<file path="src/rtl/character_controller.sv">
`default_nettype none
// ============================================================================
// Module      : character_controller
// Description : Frame-rate movement, attack sequencing and hitstun for one
//               player. Optional attack buffering is enabled by ATTACK_BUFFER_EN.
// Revision    : 1.0 - initial release
// ============================================================================
module character_controller #(
    parameter int PLAYER_NUM     = 0,
    parameter int START_X        = 64,
    parameter int Y_GROUND       = 240,
    parameter int CHAR_W         = 64,
    parameter int X_MAX          = 576,
    parameter int FWD_SPEED      = 3,
    parameter int BACK_SPEED     = 2,
    parameter int N_STARTUP      = 5,
    parameter int N_ACTIVE       = 2,
    parameter int N_RECOVERY     = 16,
    parameter int D_STARTUP      = 4,
    parameter int D_ACTIVE       = 3,
    parameter int D_RECOVERY     = 15,
    parameter int HITSTUN_FRAMES = 12
) (
    input  logic       clk,
    input  logic       rst_n,
    input  logic       frame_tick,
    input  logic       btn_left,
    input  logic       btn_right,
    input  logic       btn_attack,
    input  logic [9:0] opp_x,
    input  logic       hit_in,
    output logic [9:0] x_pos,
    output logic [9:0] y_pos,
    output logic       attacking,
    output logic       dir_attacking,
    output logic [2:0] state
);

    typedef enum logic [2:0] {
        ST_IDLE      = 3'd0,
        ST_MOVE_FWD  = 3'd1,
        ST_MOVE_BACK = 3'd2,
        ST_HITSTUN   = 3'd3,
        ST_STARTUP   = 3'd5,
        ST_ACTIVE    = 3'd6,
        ST_RECOVERY  = 3'd7
    } state_t;

    localparam int CNT_W = 8;
    localparam logic [CNT_W-1:0] c_cnt_one     = CNT_W'(1);
    localparam logic [CNT_W-1:0] c_n_startup   = CNT_W'(N_STARTUP - 1);
    localparam logic [CNT_W-1:0] c_n_active    = CNT_W'(N_ACTIVE - 1);
    localparam logic [CNT_W-1:0] c_n_recovery  = CNT_W'(N_RECOVERY - 1);
    localparam logic [CNT_W-1:0] c_d_startup   = CNT_W'(D_STARTUP - 1);
    localparam logic [CNT_W-1:0] c_d_active    = CNT_W'(D_ACTIVE - 1);
    localparam logic [CNT_W-1:0] c_d_recovery  = CNT_W'(D_RECOVERY - 1);
    localparam logic [CNT_W-1:0] c_hitstun     = CNT_W'(HITSTUN_FRAMES - 1);
    localparam logic signed [11:0] c_fwd       = 12'(FWD_SPEED);
    localparam logic signed [11:0] c_back      = 12'(BACK_SPEED);
    localparam logic signed [11:0] c_char_w    = 12'(CHAR_W);
    localparam logic signed [11:0] c_x_max     = 12'(X_MAX);
    localparam logic [9:0]         c_x_max_u   = 10'(X_MAX);

    state_t           r_state, w_state_nxt;
    logic [CNT_W-1:0] r_cnt, w_cnt_nxt;
    logic [9:0]       r_x, w_x_nxt;
    logic             r_attacking, w_att_nxt;
    logic             r_dir_attacking, w_dir_nxt;
    logic             r_attack_prev;
    logic             r_hit_pending;

    logic             w_attack_edge;
    logic             w_one_dir;
    logic             w_fwd_held;
    logic signed [11:0] w_step;
    logic signed [11:0] w_x_sum;
    logic signed [11:0] w_opp_lim;
    logic [9:0]       w_x_arena;
    logic [9:0]       w_lim;
    logic [9:0]       w_x_moved;

`ifdef ATTACK_BUFFER_EN
    logic             r_buf_valid, w_buf_valid_nxt;
    logic             r_buf_dir, w_buf_dir_nxt;
    logic             w_buf_take;
    logic             w_buf_dir_sel;
`endif

    assign w_attack_edge = btn_attack & ~r_attack_prev;
    assign w_one_dir     = btn_left ^ btn_right;

    // Arena clamp in wide signed arithmetic so underflow never wraps.
    always_comb begin
        w_x_sum = signed'({2'b00, r_x}) + w_step;
        if (w_x_sum < 12'sd0) begin
            w_x_arena = 10'd0;
        end else if (w_x_sum > c_x_max) begin
            w_x_arena = c_x_max_u;
        end else begin
            w_x_arena = w_x_sum[9:0];
        end
    end

    generate
        if (PLAYER_NUM == 0) begin : g_left_player
            assign w_fwd_held = btn_right;
            assign w_step     = btn_right ? c_fwd : -c_back;
            // Stay at least one sprite width to the left of the opponent.
            always_comb begin
                w_opp_lim = signed'({2'b00, opp_x}) - c_char_w;
                w_lim     = (w_opp_lim < 12'sd0) ? 10'd0 : w_opp_lim[9:0];
                w_x_moved = (w_x_arena > w_lim) ? w_lim : w_x_arena;
            end
        end else begin : g_right_player
            assign w_fwd_held = btn_left;
            assign w_step     = btn_left ? -c_fwd : c_back;
            // Stay at least one sprite width to the right of the opponent.
            always_comb begin
                w_opp_lim = signed'({2'b00, opp_x}) + c_char_w;
                w_lim     = (w_opp_lim > c_x_max) ? c_x_max_u : w_opp_lim[9:0];
                w_x_moved = (w_x_arena < w_lim) ? w_lim : w_x_arena;
            end
        end
    endgenerate

`ifdef ATTACK_BUFFER_EN
    assign w_buf_take    = r_buf_valid | w_attack_edge;
    assign w_buf_dir_sel = r_buf_valid ? r_buf_dir : w_one_dir;
`endif

    always_comb begin
        w_state_nxt = r_state;
        w_cnt_nxt   = r_cnt;
        w_x_nxt     = r_x;
        w_att_nxt   = r_attacking;
        w_dir_nxt   = r_dir_attacking;
`ifdef ATTACK_BUFFER_EN
        w_buf_valid_nxt = r_buf_valid;
        w_buf_dir_nxt   = r_buf_dir;
`endif
        if (r_hit_pending) begin
            w_state_nxt = ST_HITSTUN;
            w_cnt_nxt   = c_hitstun;
            w_att_nxt   = 1'b0;
            w_dir_nxt   = 1'b0;
`ifdef ATTACK_BUFFER_EN
            w_buf_valid_nxt = 1'b0;
`endif
        end else begin
            case (r_state)
                ST_HITSTUN: begin
                    if (r_cnt == '0) w_state_nxt = ST_IDLE;
                    else             w_cnt_nxt   = r_cnt - c_cnt_one;
                end
                ST_STARTUP: begin
                    if (r_cnt == '0) begin
                        w_state_nxt = ST_ACTIVE;
                        w_cnt_nxt   = r_dir_attacking ? c_d_active : c_n_active;
                    end else begin
                        w_cnt_nxt = r_cnt - c_cnt_one;
                    end
                end
                ST_ACTIVE: begin
                    if (r_cnt == '0) begin
                        w_state_nxt = ST_RECOVERY;
                        w_cnt_nxt   = r_dir_attacking ? c_d_recovery : c_n_recovery;
                    end else begin
                        w_cnt_nxt = r_cnt - c_cnt_one;
                    end
`ifdef ATTACK_BUFFER_EN
                    if (w_attack_edge) begin
                        w_buf_valid_nxt = 1'b1;
                        w_buf_dir_nxt   = w_one_dir;
                    end
`endif
                end
                ST_RECOVERY: begin
                    if (r_cnt == '0) begin
`ifdef ATTACK_BUFFER_EN
                        if (w_buf_take) begin
                            w_state_nxt     = ST_STARTUP;
                            w_dir_nxt       = w_buf_dir_sel;
                            w_att_nxt       = ~w_buf_dir_sel;
                            w_cnt_nxt       = w_buf_dir_sel ? c_d_startup : c_n_startup;
                            w_buf_valid_nxt = 1'b0;
                        end else begin
`else
                        begin
`endif
                            w_state_nxt = ST_IDLE;
                            w_att_nxt   = 1'b0;
                            w_dir_nxt   = 1'b0;
                        end
                    end else begin
                        w_cnt_nxt = r_cnt - c_cnt_one;
`ifdef ATTACK_BUFFER_EN
                        if (w_attack_edge) begin
                            w_buf_valid_nxt = 1'b1;
                            w_buf_dir_nxt   = w_one_dir;
                        end
`endif
                    end
                end
                default: begin
                    // IDLE and MOVE_*: an attack edge wins over movement.
                    if (w_attack_edge) begin
                        w_state_nxt = ST_STARTUP;
                        w_dir_nxt   = w_one_dir;
                        w_att_nxt   = ~w_one_dir;
                        w_cnt_nxt   = w_one_dir ? c_d_startup : c_n_startup;
                    end else if (w_one_dir) begin
                        w_state_nxt = w_fwd_held ? ST_MOVE_FWD : ST_MOVE_BACK;
                        w_x_nxt     = w_x_moved;
                    end else begin
                        w_state_nxt = ST_IDLE;
                    end
                end
            endcase
        end
    end

    always_ff @(posedge clk or negedge rst_n) begin
        if (!rst_n) begin
            r_state         <= ST_IDLE;
            r_cnt           <= '0;
            r_x             <= 10'(START_X);
            r_attacking     <= 1'b0;
            r_dir_attacking <= 1'b0;
            r_attack_prev   <= 1'b0;
            r_hit_pending   <= 1'b0;
        end else if (frame_tick) begin
            r_state         <= w_state_nxt;
            r_cnt           <= w_cnt_nxt;
            r_x             <= w_x_nxt;
            r_attacking     <= w_att_nxt;
            r_dir_attacking <= w_dir_nxt;
            r_attack_prev   <= btn_attack;
            r_hit_pending   <= hit_in;
        end else if (hit_in) begin
            r_hit_pending   <= 1'b1;
        end
    end

`ifdef ATTACK_BUFFER_EN
    always_ff @(posedge clk or negedge rst_n) begin
        if (!rst_n) begin
            r_buf_valid <= 1'b0;
            r_buf_dir   <= 1'b0;
        end else if (frame_tick) begin
            r_buf_valid <= w_buf_valid_nxt;
            r_buf_dir   <= w_buf_dir_nxt;
        end
    end
`endif

    assign x_pos         = r_x;
    assign y_pos         = 10'(Y_GROUND);
    assign attacking     = r_attacking;
    assign dir_attacking = r_dir_attacking;
    assign state         = r_state;

endmodule
`default_nettype wire

</file>
<file path="config.mk">
export PLATFORM = sky130hd
export DESIGN_NAME = character_controller
export DESIGN_NICKNAME = d
export VERILOG_FILES = /design/src/rtl/character_controller.sv
export SDC_FILE = /design/constraint.sdc
export NUM_CORES = 1
export LEC_CHECK = 0
export ABC_AREA = 1
export ABC_CLOCK_PERIOD_IN_PS = 3550
export BUFFER_PORTS_ARGS = -buffer_cell sky130_fd_sc_hd__buf_2
export CORE_ASPECT_RATIO = 0.75
export CORE_MARGIN = 3
export CORE_UTILIZATION = 38
export CTS_CLUSTER_DIAMETER = 100
export DETAILED_ROUTE_END_ITERATION = 7
export GPL_ROUTABILITY_DRIVEN = 0
export SYNTH_ARGS = -nofsm -noshare
export SYNTH_HDL_FRONTEND = slang
export SYNTH_SLANG_ARGS = --single-unit
export TNS_END_PERCENT = 100
</file>
<file path="constraint.sdc">
create_clock -name clk -period 3.55 [get_ports clk]
set_input_delay 0.71 -clock clk [delete_from_list [all_inputs] [get_ports clk]]
set_output_delay 0.71 -clock clk [all_outputs]
set_load 0.05 [all_outputs]
</file>
# After elaboration in Yosys (flattened, before gate mapping)
# Cells that the tools add are included.
# word_totals
regBits	25
out_inout_bits	25
word_cells	73
# op_classes
add_sub_neg	3
magnitude_cmp	4
n_eq_ne	10
muxes	31
bitwise_logic	7
n_reduce_logical	11
# ops
op	count
two-way mux 10 bit	4
two-way mux 8 bit	5
case mux 8 bit (3 select lines)	1
two-way mux 3 bit	6
adder 11 x 12 -> 12 bit	1
greater-than comparator 12 x 11 -> 1 bit (second input constant)	1
< comparator 12 x 1 -> 1 bit (second input constant)	1
two-way mux 12 bit	1
inequality test 3 bit (second input constant)	4
< comparator 11 x 1 -> 1 bit (second input constant)	1
subtractor 10 x 7 -> 11 bit (second input constant)	1
greater-than comparator 10 bit	1
equality test 3 bit (second input constant)	3
case mux 3 bit (3 select lines)	1
logical NOT 8 bit	1
two-way mux 1 bit	8
AND reduction 4 bit	2
subtractor 8 x 1 -> 8 bit (second input constant)	1
two-way mux 2 bit	3
inverter 1 bit	5
AND reduction 5 bit	1
nonzero test 5 bit	1
case mux 1 bit (2 select lines)	2
OR reduction 4 bit	1
other kinds (10)	10

# Depth between registers and ports, before layout
# Gate-level depths: netlist (run 1).
# depth
depth_word	7
mapped_depth	30
depth_no_buf	30

# Worst setup path before layout (run 1)
# Ideal clock, no wire load.
# synth_timing
path_type	in2reg
start	input port btn_right
end	register r_x[9] (netlist: x_pos[9])
arrival_time_ns	3.534
required_time_ns	3.427
slack_ns	-0.107
cell_stages	22
path_buffers	1
cell_sequence	inv_1 ha_1 or2_4 nand3b_1 nand2_1 a21oi_2 nand2_1 nand2_1 nand2_1 nand2_1 nand2_4 nand3b_1 inv_1 ha_1 nand4_1 nor3_1 o21ai_0 o2111ai_1 nand2_1 buf_2 o21ai_0 o21ai_1
# synth_between
elab_chain_cells	7
elab_cells_between_ends	10
cone_classes	add/sub: 1; order compare: 3; mux: 4; bitwise: 1; reduce/logical: 1
# synth_rtl
element	line_no	source
start: declaration	28	input logic btn_right,
two-way mux 12 bit	107	assign w_step = btn_right ? c_fwd : -c_back;
adder 11 x 12 -> 12 bit	94	w_x_sum = signed'({2'b00, r_x}) + w_step;
greater-than comparator 12 x 11 -> 1 bit	97	end else if (w_x_sum > c_x_max) begin
two-way mux 10 bit	97	
two-way mux 10 bit	95	if (w_x_sum < 12'sd0) begin
greater-than comparator 10 bit	112	w_x_moved = (w_x_arena > w_lim) ? w_lim : w_x_arena;
two-way mux 10 bit	112	
end signal: assignment	226	r_x <= 10'(START_X);
end signal: assignment	234	r_x <= w_x_nxt;
end: declaration	66	logic [9:0] r_x, w_x_nxt;
# Several ways; a longest one is shown, not always the timed one.
# A chain may end at the register's enable or synchronous reset.

# Worst setup path in the final report (run 1)
# layout_timing
start	input port btn_right
end	register r_x[7] (netlist: x_pos[7])
# Same word-level chain as after synthesis.

==> impl_results.md, run 1 <==
- Die outline area: 0.008280 mm2
- RSZ-0062 raised after global routing: yes
- Post-synth ARST share: 1.000
- Met2 Track Usage GR: 0.2840
- M1 GR Usage: 0.2994
- Pre-Repair DR Iteration Count: 5
- Share of cells above drive strength 1: 0.3502
- Maximum vdd drop: 0.3222 mV
- Kind of cell adding the most delay to the critical path: simple AND/OR/NAND/NOR gates
- Num CTS Buffers: 3
- Failing checks: setup timing
- Die Span X: 104.1 um
- Clock Latency Late Sink: 0.27 ns
- PwrDens: 870.7 mW/mm2
- Critical path buffers and inverters: 7
- DRT antenna net count: 0
- Final Max Tran Viols: 0
- Design area: 0.003811 mm2
- Slew of the pin with the lowest slew margin: 0.5511 ns
- Final Hold Viols: 0
- Final Power: 3318 uW
- Worst path max stage delay: 0.29 ns
- Root Buffer: clkbuf_8
- CTS tree: built
- Sequential Power Share: 0.141
- Sequential area share after synthesis: 0.2287
- # diodes: 0
- Initial antenna violation count: 0
- Die Ht: 79.56 um
- Final worst path period need: 3.681 ns
- Core area: 0.006897 mm2
- Worst-path cell with the longest stage delay: ha_4
- Vias: 3,026
- Std-Cell Rows: 26
- Synth warn: 0
- CP endpoint kind: register
- Clock-pin transition on the worst setup and hold timing paths: 0.09 ns
- Tot GR Track Use: 0.1914
- P_int: 1568 uW
- Max-Cap Viols: 0
- FMAX: 0.2717 GHz
- Vias per std cell: 4.944
- Number of synthesized flops with an enable pin: 0
- Post-route insts no fill: 612
- Final setup vio count: 10
- Setup TNS: -0.9188 ns
- Vias in the first global route: 2,654
- Syn Std Cell Area: 0.002741 mm2
- Util after Layout: 0.5526
- P_leak: 0.002104 uW
- Boundary pin count: 42
- Arrival time at the worst endpoint: 3.90 ns
- Port buffer count: 31
- Area Growth Syn to Fin: 39.02%
- Yosys reg bits: 25
- Worst EP required: 3.77 ns
- Post-Route Skew: 0.003349 ns
- Area share of the largest cell type after synthesis: 0.2191
- Syn avg cell area: 6.346 um2
- Switching pwr: 1751 uW
- Cell mode on critical path: nand2_1
- Drt drc: 0
- Post-route clock period utilization: 1.037
- Largest area contributor in the netlist: dfrtp_1
- Slew HR: 0.6326
- Iteration-0 DRC Markers: 238
- Placed insts: 594
- Largest net degree at the start of global routing: 26
- Crit start category: input pin
- Placed Area: 0.003257 mm2
- Nets@finish: 558
- Initial Utilization: 0.3975
- Net switching fraction of the power: 0.5275
- Top FF cell, synth: dfrtp_1
- Grt ovf: 0
- First-pass GRT wire length: 12.99 mm
- Run status: complete, but fails checks
- Top-count cell post-synth: nand2_1
- Worst Hold Class: in2async
- Synth Instances: 432
- Top cells by count, synth: nand2_1, inv_1, nor2_1
- Final Worst Setup Slack: -0.1309 ns
- # H-tree levels: 1
- Clk pwr share: 0.054
- Netlist cell types: 42
- CTS sink cnt: 25
- Avg WL per Cell: 13.66 um
- R2R setup slack: 0.06 ns
- GRT Max-Usage Layer: met1
- Critical path origin: btn_right
- Comb pwr share: 0.805
- WL final: 8.362 mm
- Setup CP Type: in2reg
- DP HPWL: 6.142 mm
- Worst-case clock buffer depth: 2
- Synth top area cells: dfrtp_1, nand2_1, ha_1, inv_1, nor2_1
- Reg2reg start: x_pos[0]$_DFFE_PN0P_
- Met3 Use GR: 0.02425
- CP Max Fanout: 7
[power by group through the flow]
stage / Clock, uW / Sequential [uW] / Combinational [uW]
3_5_place_dp: 0 / 453 / 2050
6_report: 178 / 468 / 2670
2_1_floorplan: 0 / 655 / 1100
4_1_cts: 186 / 466 / 2300
5_1_grt: 199 / 479 / 2910
3_3_place_gp: 0 / 453 / 2040
[final timing paths]
kind	endpoint	cells past startpoint
setup / recovery	x_pos[7]$_DFFE_PN0P_	27
hold / removal	r_hit_pending$_DFFE_PN0P_	1
setup reg to reg	x_pos[7]$_DFFE_PN0P_	28
hold reg to reg	attacking$_DFFE_PN0P_	2
max in group asynchronous	x_pos[6]$_DFFE_PN1P_	1
min in group clk	attacking$_DFFE_PN0P_	2
[worst reg2reg max path: cells and delay by family (launching register included)]
family                   cells  cell delay (ns)
AO/OA/AOI/OAI                1             0.16
adder cells (fa/ha/maj)      3             0.61
buffers and inverters        6             0.48
flip-flops                   1             0.46
AND/OR/NAND/NOR             18             1.73
[registers in the layout, indices dropped and copies added, names as in the netlist]
register	cells
r_hit_pending	1
dir_attacking	1
attacking	1
r_cnt	8
r_attack_prev	1
x_pos	10
state	3
[logic make-up (layout without fill, tap and decap cells)]
| logic type | Yosys count | in the layout | synth area share |
|---|---|---|---|
| xor gates and xnor gates | 6 | 6 | 0.01917 |
| buffers and inverters | 90 | 164 | 0.1410 |
| AOI/OAI and AO/OA | 47 | 47 | 0.1091 |
| other | 2 | 10 | 0.002739 |
| adders and majority gates | 26 | 26 | 0.1187 |
| DFF | 25 | 25 | 0.2287 |
| and+or+nand+nor | 236 | 236 | 0.3806 |
[stage by stage]
stage | setup slack, ns | hold WS [ns]
floorplan | -0.06713 | 0.4144
global placement | -0.6214 | 0.4803
detailed placement | -0.6825 | 0.4799
CTS | -0.06233 | 0.4294
global route | -0.3139 | 0.4462
finish | -0.1309 | 0.4076
[cell usage in the layout, fill, tap and decap left out, drive strengths merged, types with 2 or more instances in the layout]
cell type,netlist,routed
nor3,5,5
dfrtp,24,24
inv,73,74
o31ai,2,2
o221ai,2,2
xnor2,3,3
a21oi,15,15
or2,2,2
conb,2,10
nand4,5,5
clkbuf,0,3
nand3b,8,8
nand3,26,26
o21ai,14,14
xor2,3,3
nand2,153,153
ha,26,26
clkinv,3,3
nor2,35,35
buf,14,83
a22oi,3,3
a31oi,4,4
[cell type report]
cell class	count	area, um2
repair buffers	83	583.1
flip-flops and latches	25	626.9
well taps	98	122.6
fillers	672	3085
repair inverters	1	6.256
clock inverters	1	8.758
inverters	76	294.0
clock buffers	3	41.29
multi-input cells	325	2128
[metal layers]
metal / up-vias / wire length [um] / part of all wire
li1: 1518 / - / -
met1: 1394 / 4158 / 0.50
met2: 102 / 3621 / 0.43
met3: 12 / 515 / 0.062
met4: 0 / 68 / 0.0081
met5: - / 0 / 0
[timing repair]
| item | 4_1_cts | 5_1_grt |
|---|---|---|
| resized for setup | 44 | 50 |
| pin swaps | 23 | 30 |
| hold buffers | 0 | 0 |
| endpoints found under the setup margin | 10 | 10 |
| gates cloned | 1 | 0 |
| setup buffers | 8 | 5 |
Power figures use the tool's default switching activity.
==> inputs of run 2 (changes only) <==
--- a/config.mk
+++ b/config.mk
@@ -11,9 +11,11 @@
 export CORE_ASPECT_RATIO = 0.75
 export CORE_MARGIN = 3
 export CORE_UTILIZATION = 38
-export CTS_CLUSTER_DIAMETER = 100
+export CTS_CLUSTER_DIAMETER = 40
 export DETAILED_ROUTE_END_ITERATION = 7
 export GPL_ROUTABILITY_DRIVEN = 0
+export MAX_ROUTING_LAYER = met4
+export PLACE_DENSITY = 0.64
 export SYNTH_ARGS = -nofsm -noshare
 export SYNTH_HDL_FRONTEND = slang
 export SYNTH_SLANG_ARGS = --single-unit
==> impl_results.md, run 2 (synthesis gave the netlist of run 1 again) <==
- Die Ht: 79.56 um
- Vias per std cell: 4.961
- Drt drc: 0
- Sequential Power Share: 0.139
- P_int: 1571 uW
- Max-Cap Viols: 0
- Vias in the first global route: 2,837
- Critical path buffers and inverters: 9
- Arrival time at the worst endpoint: 3.94 ns
- Run status: complete, but fails checks
- FMAX: 0.2651 GHz
- Final Hold Viols: 0
- PwrDens: 865.2 mW/mm2
- CTS tree: built
- Maximum vdd drop: 0.5171 mV
- # diodes: 0
- Switching pwr: 1746 uW
- First-pass GRT wire length: 13.49 mm
- Clk pwr share: 0.053
- WL final: 8.262 mm
- Largest net degree at the start of global routing: 26
- Worst-path cell with the longest stage delay: ha_1
- Largest register FFs: 10
- Clock-pin transition on the worst setup and hold timing paths: 0.09 ns
- Post-Route Skew: 0.005862 ns
- Initial antenna violation count: 0
- Std-Cell Rows: 26
- Final Power: 3317 uW
- CP endpoint kind: register
- Worst path max stage delay: 0.31 ns
- Pre-Repair DR Iteration Count: 4
- Post-route insts no fill: 615
- Final Max Tran Viols: 0
- CTS sink cnt: 25
- RSZ-0062 raised after global routing: yes
- DRT antenna net count: 0
- Nets@finish: 561
- Core area: 0.006897 mm2
- Worst-case clock buffer depth: 2
- Die outline area: 0.008280 mm2
- Slew HR: 0.5783
- Worst EP required: 3.72 ns
- Net switching fraction of the power: 0.5263
- P_leak: 0.002126 uW
- Avg WL per Cell: 13.43 um
- Initial Utilization: 0.3975
- Post-route clock period utilization: 1.063
- Share of cells above drive strength 1: 0.3520
- Slew of the pin with the lowest slew margin: 0.6325 ns
- Die Span X: 104.1 um
- Final worst path period need: 3.772 ns
- Final Worst Setup Slack: -0.2222 ns
- Clock Latency Late Sink: 0.27 ns
- Num CTS Buffers: 3
- CP Max Fanout: 6
- Kind of cell adding the most delay to the critical path: simple AND/OR/NAND/NOR gates
- Placed insts: 589
- Vias: 3,051
- Comb pwr share: 0.808
- Area Growth Syn to Fin: 39.84%
- Commonest cells after routing, fill and taps aside: nand2_1, inv_1, buf_4
- Cell mode on critical path: nand2_2
- Boundary pin count: 42
- Crit start category: input pin
- Port buffer count: 31
- Tot GR Track Use: 0.2036
- Worst Hold Class: in2async
- Setup CP Type: in2reg
- Root Buffer: clkbuf_8
- Hold_ws: 0.4435 ns
- Failing checks: setup timing
- Grt ovf: 0
- DP HPWL: 5.971 mm
- Iteration-0 DRC Markers: 154
- Most common cell after layout, fill and taps aside: nand2_1
- Cts hold-fix bufs: 0
- # H-tree levels: 1
- Final setup vio count: 10
run 2: power groups by stage:
stage	clock (uW)	sequential, uW	combinational, uW
floorplan	0	655	1100
global placement	0	449	1940
detailed placement	0	449	1970
CTS	180	457	2450
global route	190	469	2930
finish	177	461	2680
run 2: routing by layer:
metal | vias to the layer above | part of all wire | GRT usage
li1 | 1527 | - | -
met1 | 1427 | 0.51 | 0.2906
met2 | 91 | 0.43 | 0.3152
met3 | 6 | 0.059 | 0.02668
met4 | 0 | 0.0062 | 0.03054
met5 | - | 0 | -
run 2: final timing paths:
| check | startpoint | end | slack, ns | cells after the start |
|---|---|---|---|---|
| worst max-delay path | btn_right | x_pos[8]$_DFFE_PN0P_ | -0.22 | 29 |
| max in group asynchronous | rst_n | x_pos[3]$_DFFE_PN0P_ | 2.69 | 1 |
| worst min register to register | attacking$_DFFE_PN0P_ | attacking$_DFFE_PN0P_ | 0.51 | 2 |
| worst min-delay path | rst_n | dir_attacking$_DFFE_PN0P_ | 0.44 | 1 |
| worst max register to register | x_pos[6]$_DFFE_PN1P_ | x_pos[8]$_DFFE_PN0P_ | 0.04 | 24 |
| min in group clk | attacking$_DFFE_PN0P_ | attacking$_DFFE_PN0P_ | 0.51 | 2 |
run 2: worst register-to-register path, delay by kind of cell (launching register included):
kind	cells	cell delay, ns
buf+inv	6	0.59
compound gates	3	0.50
simple gates	13	1.26
fa+ha+maj	2	0.47
flops	1	0.60
run 2: per-stage QoR:
stage,area [um2],utilization,setup TNS (ns),setup WS (ns)
floorplan,2788,-,-0.2707,-0.06713
global placement,3219,0.4668,-6.508,-0.6936
detailed placement,3219,0.4668,-7.492,-0.7810
CTS,3711,0.5381,-1.403,-0.1639
global route,3834,0.5559,-4.249,-0.4523
finish,3834,0.5559,-1.879,-0.2222
run 2: area by class of cell:
type | count | area, um2
fillers | 682 | 3063
multi-input cells | 325 | 2135
flip-flops and latches | 25 | 626.9
repair buffers | 85 | 601.8
inverters | 76 | 291.5
well taps | 98 | 122.6
clock buffers | 4 | 45.04
repair inverters | 2 | 11.26
run 2: what timing repair did:
action                     CTS  global route
gates resized for setup     69            33
hold endpoints to repair     0             0
pin swaps                   25            34
cloned                       2             0
setup endpoints to repair   10            10
buffers inserted            21             0
==> inputs of run 3 (changes only) <==
==> constraint.sdc (replaced) <==
create_clock -name clk -period 3.55 [get_ports clk]
set_input_delay 0.71 -clock clk [delete_from_list [all_inputs] [get_ports clk]]
set_output_delay 0.71 -clock clk [all_outputs]
set_load 0.1 [all_outputs]
==> impl_results.md, run 3 (synthesis gave the netlist of run 1 again) <==
- Run status: complete, but fails checks
- Failing checks: setup timing
- CTS sink cnt: 25
- Num CTS Buffers: 3
- Max-Cap Viols: 0
- Worst Hold Class: in2async
- PwrDens: 948.4 mW/mm2
- Slew of the pin with the lowest slew margin: 0.5727 ns
- Comb pwr share: 0.828
- Vias per std cell: 4.929
- Die Span X: 104.1 um
- Vias: 3,051
- Most common cell after layout, fill and taps aside: nand2_1
- # diodes: 0
- Slew HR: 0.6182
- Clock-pin transition on the worst setup and hold timing paths: 0.09 ns
- Final setup vio count: 10
- Port buffer count: 31
- Reg2reg start: x_pos[3]$_DFFE_PN0P_
- Net switching fraction of the power: 0.5536
- Sequential Power Share: 0.127
- WL final: 8.419 mm
- # H-tree levels: 1
- Grt ovf: 0
- Iteration-0 DRC Markers: 232
- Boundary pin count: 42
- Area Growth Syn to Fin: 43.63%
- Vias in the first global route: 2,755
- # fillers: 654
- Maximum vdd drop: 0.6105 mV
- P_leak: 0.002131 uW
- Hold_ws: 0.4267 ns
- CTS tree: built
- Worst EP required: 3.72 ns
- Post-Route Skew: 0.001875 ns
- Initial Utilization: 0.3975
- Arrival time at the worst endpoint: 3.84 ns
- Final Power: 3735 uW
- Avg WL per Cell: 13.60 um
- Largest net degree at the start of global routing: 26
- Clk pwr share: 0.045
- FF-to-FF End: x_pos[3]$_DFFE_PN0P_
- Switching pwr: 2067 uW
- Share of cells above drive strength 1: 0.3992
- Core area: 0.006897 mm2
- Commonest cells after routing, fill and taps aside: nand2_1, inv_1, buf_4
- R2R depth: 24
- Die outline area: 0.008280 mm2
- Std-Cell Rows: 26
- Crit start category: input pin
- Final Worst Setup Slack: -0.1227 ns
- P_int: 1667 uW
- Post-route insts no fill: 619
- Final Max Tran Viols: 0
- Pre-Repair DR Iteration Count: 4
- First-pass GRT wire length: 13.17 mm
- Placed insts: 596
- DP HPWL: 6.089 mm
- Setup TNS: -0.9505 ns
- RSZ-0062 raised after global routing: yes
- Final worst path period need: 3.673 ns
- FMAX: 0.2723 GHz
- Tot GR Track Use: 0.2000
- CP endpoint kind: register
- Final Hold Viols: 0
- Nets@finish: 565
- Post-route clock period utilization: 1.035
- Largest register FFs: 10
- DRT antenna net count: 0
- Worst-case clock buffer depth: 2
- Die Ht: 79.56 um
- Setup CP Type: in2reg
- R2R setup slack: 0.11 ns
- Clock Latency Late Sink: 0.27 ns
- Initial antenna violation count: 0
- CP Max Fanout: 7
- Place WS: -0.6537 ns
- Drt drc: 0
- Root Buffer: clkbuf_8
-- run 3: how the worst max path moves through the flow --
stage	from	endpoint	slack, ns	cells past startpoint
2_1_floorplan	btn_right	x_pos[9]$_DFFE_PN0P_	-0.07	23
3_3_place_gp	btn_right	x_pos[0]$_DFFE_PN0P_	-0.52	26
3_5_place_dp	btn_right	x_pos[0]$_DFFE_PN0P_	-0.65	26
4_1_cts	btn_right	x_pos[0]$_DFFE_PN0P_	-0.05	27
5_1_grt	btn_right	x_pos[3]$_DFFE_PN0P_	-0.31	29
6_report	btn_right	x_pos[3]$_DFFE_PN0P_	-0.12	26
-- run 3: critical path, cell delays in order --
cell,delay [ns]
buf_12,0.09
clkinvlp_4,0.14
ha_4,0.27
or2_4,0.27
nand3b_1,0.12
nand2_2,0.09
a21oi_2,0.17
buf_4,0.14
nand2_2,0.05
nand2_2,0.06
nand3_2,0.09
nand2_4,0.12
buf_6,0.12
nand3b_1,0.15
inv_2,0.11
ha_4,0.20
inv_2,0.04
nor2_1,0.04
o21ai_1,0.17
o2111ai_2,0.14
nand2_2,0.13
buf_6,0.13
buf_6,0.11
nand2_2,0.05
nand2_2,0.06
nand2_1,0.04
-- run 3: repair_timing --
item | CTS | global route
endpoints found under the hold margin | 0 | 0
gates resized for setup | 70 | 42
setup endpoints to repair | 10 | 10
hold buffers | 0 | 0
cloned | 1 | 0
pin swaps | 41 | 34
buffers inserted | 12 | 6
-- run 3: power groups by stage --
| stage | Clock [uW] | Combinational (uW) | Sequential (uW) |
|---|---|---|---|
| 4_1_cts | 178 | 2760 | 470 |
| 2_1_floorplan | 0 | 1120 | 909 |
| 5_1_grt | 192 | 3340 | 487 |
| 3_5_place_dp | 0 | 2340 | 456 |
| 3_3_place_gp | 0 | 2320 | 455 |
| 6_report | 169 | 3090 | 475 |
-- run 3: stage by stage --
stage                     cell area [um2]  utilization
after floorplan                      2798            -
after global placement               3282       0.4759
after detailed placement             3282       0.4759
after CTS                            3707       0.5376
after global routing                 3938       0.5709
final                                3938       0.5709
-- run 3: layout make-up --
cell class              count  area [um2]  share of cell area
clock buffers               3       41.29             0.01049
clock inverters             1       5.005            0.001271
inverters                  76       291.5             0.07404
multi-input cells         325        2185              0.5548
flip-flops and latches     25       636.9              0.1617
well taps                  98       122.6             0.03114
repair buffers             90       648.1              0.1646
repair inverters            1       7.507            0.001907
-- run 3: routing by layer --
metal / vias to the layer above / routed length [um] / GRT usage
met1: 1401 / 4199 / 0.2995
li1: 1529 / - / -
met3: 10 / 556 / 0.02668
met2: 111 / 3568 / 0.2912
met4: 0 / 95 / 0.02922
met5: - / 0 / -
